===== config.mk =====
export PLATFORM = sky130hd
export DESIGN_NAME = reg_write_arbiter
export DESIGN_NICKNAME = d
export VERILOG_FILES = /design/src/rtl/reg_write_arbiter.sv
export SDC_FILE = /design/constraint.sdc
export NUM_CORES = 1
export LEC_CHECK = 0
export CAP_MARGIN = 30
export CORE_ASPECT_RATIO = 1.2
export CORE_UTILIZATION = 55
export DETAILED_ROUTE_END_ITERATION = 6
export MAX_ROUTING_LAYER = met4
export PLACE_DENSITY = 0.8
export REMOVE_ABC_BUFFERS = 1
export SLEW_MARGIN = 20
export SYNTH_ARGS = -nofsm -noshare
export SYNTH_HDL_FRONTEND = slang
export SYNTH_SLANG_ARGS = --single-unit

===== constraint.sdc =====
create_clock -name clk -period 4.5 [get_ports clk]
set_clock_uncertainty 0.1 [all_clocks]
set_input_delay 0.675 -clock clk [delete_from_list [all_inputs] [get_ports clk]]
set_output_delay 0.675 -clock clk [all_outputs]
set_load 0.02 [all_outputs]

===== src/rtl/reg_write_arbiter.sv =====
// Single register-file write port: pipeline writeback (fixed priority) merged with a FIFO-buffered long-latency source.
// Latency: pipe 1 cycle; long-latency >= 2 cycles (1 with REG_WRITE_ARB_BYPASS_EN defined, FIFO empty, pipe idle).
// Backpressure: lu_ready = !full (0 in reset); pipeline is never stalled.
module reg_write_arbiter #(
  parameter int DATA_WIDTH = 32,
  parameter int ADDR_WIDTH = 5,
  parameter int FIFO_DEPTH = 4
) (
  input  logic                          clk,
  input  logic                          rst,
  input  logic                          pipe_wen,
  input  logic [ADDR_WIDTH-1:0]         pipe_waddr,
  input  logic [DATA_WIDTH-1:0]         pipe_wdata,
  input  logic                          lu_valid,
  output logic                          lu_ready,
  input  logic [ADDR_WIDTH-1:0]         lu_waddr,
  input  logic [DATA_WIDTH-1:0]         lu_wdata,
  output logic                          write_en,
  output logic [ADDR_WIDTH-1:0]         write_addr,
  output logic [DATA_WIDTH-1:0]         write_data,
  input  logic [ADDR_WIDTH-1:0]         query_addr,
  output logic                          query_hit,
  output logic [$clog2(FIFO_DEPTH):0]   pend_cnt
);
  localparam int PW = $clog2(FIFO_DEPTH);

  logic [PW:0]           wr_ptr_q, wr_ptr_d, rd_ptr_q, rd_ptr_d;
  logic [ADDR_WIDTH-1:0] mem_addr_q [FIFO_DEPTH];
  logic [DATA_WIDTH-1:0] mem_data_q [FIFO_DEPTH];
  logic                  write_en_q, write_en_d;
  logic [ADDR_WIDTH-1:0] write_addr_q, write_addr_d;
  logic [DATA_WIDTH-1:0] write_data_q, write_data_d;

  logic empty, full, lu_live, pipe_vld, bypass, push, pop;
  logic [PW-1:0] offs;

  always_comb begin
    empty    = (wr_ptr_q == rd_ptr_q);
    full     = (wr_ptr_q[PW] != rd_ptr_q[PW]) && (wr_ptr_q[PW-1:0] == rd_ptr_q[PW-1:0]);
    lu_ready = rst && !full;
    // Address-0 results complete the handshake but are discarded.
    lu_live  = lu_valid && lu_ready && (lu_waddr != '0);
    pipe_vld = pipe_wen && (pipe_waddr != '0);
`ifdef REG_WRITE_ARB_BYPASS_EN
    bypass   = empty && !pipe_vld && lu_live;
`else
    bypass   = 1'b0;
`endif
    push     = lu_live && !bypass;
    // Pop decision uses registered state only, so a fresh push is never popped the same cycle.
    pop      = !pipe_vld && !empty;
    wr_ptr_d = wr_ptr_q + (PW+1)'(push);
    rd_ptr_d = rd_ptr_q + (PW+1)'(pop);
    pend_cnt = wr_ptr_q - rd_ptr_q;
  end

  always_comb begin
    write_en_d   = 1'b0;
    write_addr_d = write_addr_q;
    write_data_d = write_data_q;
    if (pipe_vld) begin
      write_en_d   = 1'b1;
      write_addr_d = pipe_waddr;
      write_data_d = pipe_wdata;
    end else if (pop) begin
      write_en_d   = 1'b1;
      write_addr_d = mem_addr_q[rd_ptr_q[PW-1:0]];
      write_data_d = mem_data_q[rd_ptr_q[PW-1:0]];
    end else if (bypass) begin
      write_en_d   = 1'b1;
      write_addr_d = lu_waddr;
      write_data_d = lu_wdata;
    end
  end

  // An entry is live when its distance from the read pointer is below the occupancy.
  always_comb begin
    query_hit = 1'b0;
    offs      = '0;
    for (int i = 0; i < FIFO_DEPTH; i++) begin
      offs = PW'(i) - rd_ptr_q[PW-1:0];
      if (({1'b0, offs} < pend_cnt) && (mem_addr_q[i] == query_addr) && (query_addr != '0))
        query_hit = 1'b1;
    end
  end

  always_ff @(posedge clk or negedge rst) begin
    if (!rst) begin
      wr_ptr_q     <= '0;
      rd_ptr_q     <= '0;
      write_en_q   <= 1'b0;
      write_addr_q <= '0;
      write_data_q <= '0;
      for (int i = 0; i < FIFO_DEPTH; i++) begin
        mem_addr_q[i] <= '0;
        mem_data_q[i] <= '0;
      end
    end else begin
      wr_ptr_q     <= wr_ptr_d;
      rd_ptr_q     <= rd_ptr_d;
      write_en_q   <= write_en_d;
      write_addr_q <= write_addr_d;
      write_data_q <= write_data_d;
      if (push) begin
        mem_addr_q[wr_ptr_q[PW-1:0]] <= lu_waddr;
        mem_data_q[wr_ptr_q[PW-1:0]] <= lu_wdata;
      end
    end
  end

  assign write_en   = write_en_q;
  assign write_addr = write_addr_q;
  assign write_data = write_data_q;
endmodule


Yosys cells after proc, flatten, opt, wreduce, memory -nomap -nowiden
Index checks and enable logic that the tools add are counted.

operators by class
  $add $sub $neg = 7
  $mul = 0
  divide/modulo/power cells = 0
  magnitude comparators = 7
  equal/unequal tests = 7
  shift-type cells = 0
  multiplexer cells = 22
  bitwise gates (word level) = 2
  reductions and logical operators = 22

operator list
  kind                 count
  $mux 32              5
  $bwmux 128           1
  $bmux 32 s2          1
  $demux 32 s2         1
  $mux 5               5
  $bwmux 20            1
  $eq 5x5->1           4
  $logic_and 1x1->1    15
  $reduce_bool 5->1    3
  $lt 2x3->1           4
  $bmux 5 s2           1
  $demux 5 s2          1
  $add 3x1->3          2
  $ge 3x3->1 const B   2
  $mux 1               6
  $not 2->3            2
  $sub 1x2->2 const A  2
  $sub 2x2->2 const A  2
  $eq 3x3->1           1
  $logic_not 1->1      3
  $lt 3x1->1 const B   1
  $sub 3x3->3          1
  $eq 2x2->1           1
  $reduce_bool 2->1    1
  $ne 1x1->1           1

storage, ports and cells
  bits in registers = 192
  latch bits = 0
  RAM bits = 0
  memory bits (read-only) = 0
  output and inout bits = 43
  word-level logic and storage cells = 80
  memories kept = 0

Logic depth before layout (Yosys ltp)
  depth after elaboration = 8
  mapped depth = 12
  depth with buffers taken out = 11

Worst setup path before layout
Ideal clock, no wire load.

  path type = register to output
  start = reg rd_ptr_q[1]
  end = out query_hit
  arrival = 2.899 ns
  path slack = 0.826 ns
  cell stages (with the launch flop) = 11
  path buffers = 2
  cells stage by stage = dfrtp_1 buf_1 clkbuf_1 inv_1 fa_1 inv_1 ha_1 a21oi_1 o2111ai_1 nand4_1 o21a_1

on the way
  word-level cells in the longest chain between the ends = 8

RTL lines
  element                         line  text
  start: declaration              27    logic [PW:0] wr_ptr_q, wr_ptr_d, rd_ptr_q, rd_ptr_d;
  start signal: assignment        100   rd_ptr_q <= rd_ptr_d;
  $sub 3x3->3 (*)                 54    pend_cnt = wr_ptr_q - rd_ptr_q;
  via pend_cnt[1]                 23    output logic [$clog2(FIFO_DEPTH):0] pend_cnt
  $lt 2x3->1                      82    if (({1'b0, offs} < pend_cnt) && (mem_addr_q[i] == query_addr) && (query_addr != '0))
  $logic_and 1x1->1 (2 in a row)  82
  $mux 1 (3 in a row)             82
  $mux 1 (*)                      82
  end: declaration                22    output logic query_hit,

The timed path passes the listed nets; every way through them passes the cells marked *.

Worst setup path after layout
  start = reg wr_ptr_q[0]
  end = out query_hit

on the way
  word-level cells in the longest chain between the ends = 8

RTL lines
  element                         line  text
  start: declaration              27
  start signal: assignment        99    wr_ptr_q <= wr_ptr_d;
  $sub 3x3->3 (*)                 54
  $lt 2x3->1                      82
  $logic_and 1x1->1 (2 in a row)  82
  $mux 1 (3 in a row)             82
  $mux 1 (*)                      82

Every way passes the cells marked *; elsewhere a longest branch is shown, timed or not.

==> metrics.cfg <==
[finish]
final_cell_mix=190 x dfrtp_1, 124 x clkdlybuf4s50_1, 114 x mux2_2, 38 x a21oi_1
drive_gt1_share_pct=32.5
final_common_cell=dfrtp_1
instances_no_fill=944
fillers=1083
syn2layout_area_growth_pct=22.7
nets=819
fin_util_pct=70.0
antenna-diode-count=0

[sta]
post-route-min-period_ns=4.19
worst_pin_slew_ns=0.811
setup_viol=0
hold_viol=0
slew_headroom_pct=46.0
period_share_pct=93.0
finalWorstSetupSlack_ns=0.314
finalMaxSlewViolations=0
grt_setup_unrepaired=false
clock.fmax_ghz=0.239

[power]
total_power_mw=8.61
sequentialPowerShare_pct=36.3
p_per_area_mw_per_mm2=777
clkPwrFrac_pct=18.5
vdd.ir_drop.worst_mv=0.309
pwr-share-comb_pct=45.2
netSwitchingFraction_pct=33.5
p_int_mw=5.73
p_sw_mw=2.88
power.leakage_nw=4.60

[critical_path]
crit_path_end_kind=output port
cpMaxStageDelayCell=dfrtp_1
path_cells=inv_1 -> ha_1 -> inv_1 -> fa_1 -> inv_1 -> ha_1 -> nor2_1 -> nor2_1 -> o2111ai_1 -> nand4_1 -> o21a_1 -> clkdlybuf4s50_1
critPathMostFrequentCell=inv_1
arrival_ns=3.41
cp_data_required_time_ns=3.72
path_class=reg -> out
r2r_cells=8
cp-start-kind=flop
cp_max_fo=6
max_stage_delay_ns=0.53

[route]
drt-wirelength-per-cell_um=20.4
antenna_left=0
routed_via_density=5.80
drcViolationCount=0
drt_wl_total_um=19300
dr.pass1.iters=4
vias=5479
drt_iter0_markers=297

[global_routing]
grt_usage_pct=25.4
grt_first_pass_wirelength_um=31800
overflow=0
grt_start_max_net_pins=148
antenna_found_initial=0
grt_pass1_vias=6087

[clock_network]
post_cts_buffers=0
h-tree-depth=4
cts.repair.resized=0
cts_tree=done
cts_root_buf=clkbuf_16
clock-sinks=192
insertion_delay_ns=0.42
clock_path_buffers=2
cts_made_buffers=17
cts_hold_repair.buffers=0
path_clk_slew_ns=0.07

[floorplanning]
die_area_mm2=0.0169
core_mm2=0.0158
initial_core_util_pct=57.1
ios=126
die-width_um=119
die_h_um=142
rows=50

[placed_design]
post-place-ws_ns=0.791
place_congestion=0.874
place_hpwl_um=12900
portBuffers=125
dp.cells=911

[synthesis]
synth_cells=602
yosys.area.top_type=dfrtp_1
synth_seq_cells=192
synth_warnings=0
synth_top_family_by_area=multiplexers
ys_top_cells_by_area=dfrtp_1 53%, mux2_2 14%, mux4_2 9.2%, mux2_4 5.0%, mux2i_1 3.9%
yosysTopAreaCellShare_pct=53.2
synthAdderAreaFrac_pct=1.88
postSynthAreaPerCell_um2=15.0
synth-simple-area-share_pct=2.98
seq_area_frac_synth_pct=53.2
synth_xor_area_share_pct=2.42
netlist_area_mm2=0.00904
synth-compound-area-share_pct=3.20
ys_types=33
yosys-mux-area-fraction_pct=33.0

[status]
status=finished, final reports clean

[flow_run]
maxCapViolations=0

[min_path]
hold_path.class=in -> async

==> Yosys cell counts, drive strengths merged <==
cell	number
fa	1
inv	10
buf	28
dfrtp	192
nor3b	1
a21oi	38
nand2	3
a22o	2
mux2	150
o21a	1
nor2	39
nand4	1
o211ai	1
mux2i	35
or4	3
o21ai	1
xnor2	10
o2111ai	4
mux4	37
nor3	6
xor2	15
nor2b	1
a31oi	1
clkbuf	10
ha	12
==> cells by family after synthesis <==
kind of cell | Yosys count
compound gates | 48
xor+xnor | 25
fa+ha+maj | 13
buf+inv | 48
flops | 192
mux | 222
simple gates | 54
==> state kept, by name (all words and copies together), names as in the netlist <==
| signal | cells |
|---|---|
| mem_addr_q | 20 |
| write_data | 32 |
| wr_ptr_q | 3 |
| mem_data_q | 128 |
| write_en | 1 |
| write_addr | 5 |
| rd_ptr_q | 3 |
==> routing by layer <==
| layer | routed length [um] | global-route usage (%) | part of all wire [%] |
|---|---|---|---|
| met5 | 0 | - | 0 |
| met2 | 10100 | 42.6 | 53 |
| met1 | 8180 | 31.5 | 43 |
| met4 | 344 | 7.79 | 1.8 |
| met3 | 616 | 4.33 | 3.2 |
==> through the flow <==
| stage | TNS (ns) | cell area [um2] | hold slack [ns] |
|---|---|---|---|
| after floorplan | -80.78 | 8770 | 0.279 |
| after global placement | 0 | 10400 | 0.363 |
| after detailed placement | 0 | 10400 | 0.380 |
| after CTS | 0 | 11100 | 0.305 |
| after global routing | 0 | 11100 | 0.337 |
| final | 0 | 11100 | 0.294 |
==> final timing paths <==
| check | endpoint | from | slack [ns] |
|---|---|---|---|
| max | query_hit | wr_ptr_q[0] | 0.31 |
| min | mem_data_q[57] | rst | 0.29 |
| max reg2reg | mem_addr_q[14] | wr_ptr_q[0] | 1.21 |
| min reg2reg | rd_ptr_q[2] | rd_ptr_q[2] | 0.39 |
| max in group asynchronous | mem_data_q[77] | rst | 2.80 |
| min in group clk | rd_ptr_q[2] | rd_ptr_q[2] | 0.39 |
==> cell type report <==
class | count | area (um2) | share of cell area (%)
tap | 208 | 260 | 2.35
timing repair buffer | 140 | 1400 | 12.6
clock inverter | 13 | 184 | 1.66
clock buffer | 19 | 443 | 4.00
inverter | 10 | 37.5 | 0.339
sequential | 192 | 4810 | 43.4
multi-input combinational | 362 | 3960 | 35.7
==> power by group through the flow <==
stage	sequential (mW)	clock [mW]	combinational (mW)
floorplan	3.33	0	2.46
global placement	3.06	0	3.74
detailed placement	3.16	0	3.90
CTS	3.13	1.62	3.92
global route	3.23	1.69	4.18
finish	3.13	1.59	3.89
==> critical path, delay by kind of cell (launching register included) <==
family,cells,cell delay (ns)
buf+inv,4,0.92
simple gates,3,0.31
fa+ha+maj,3,0.92
flops,1,0.53
compound gates,2,0.30
No activity file was read; power rests on OpenSTA's default activity.
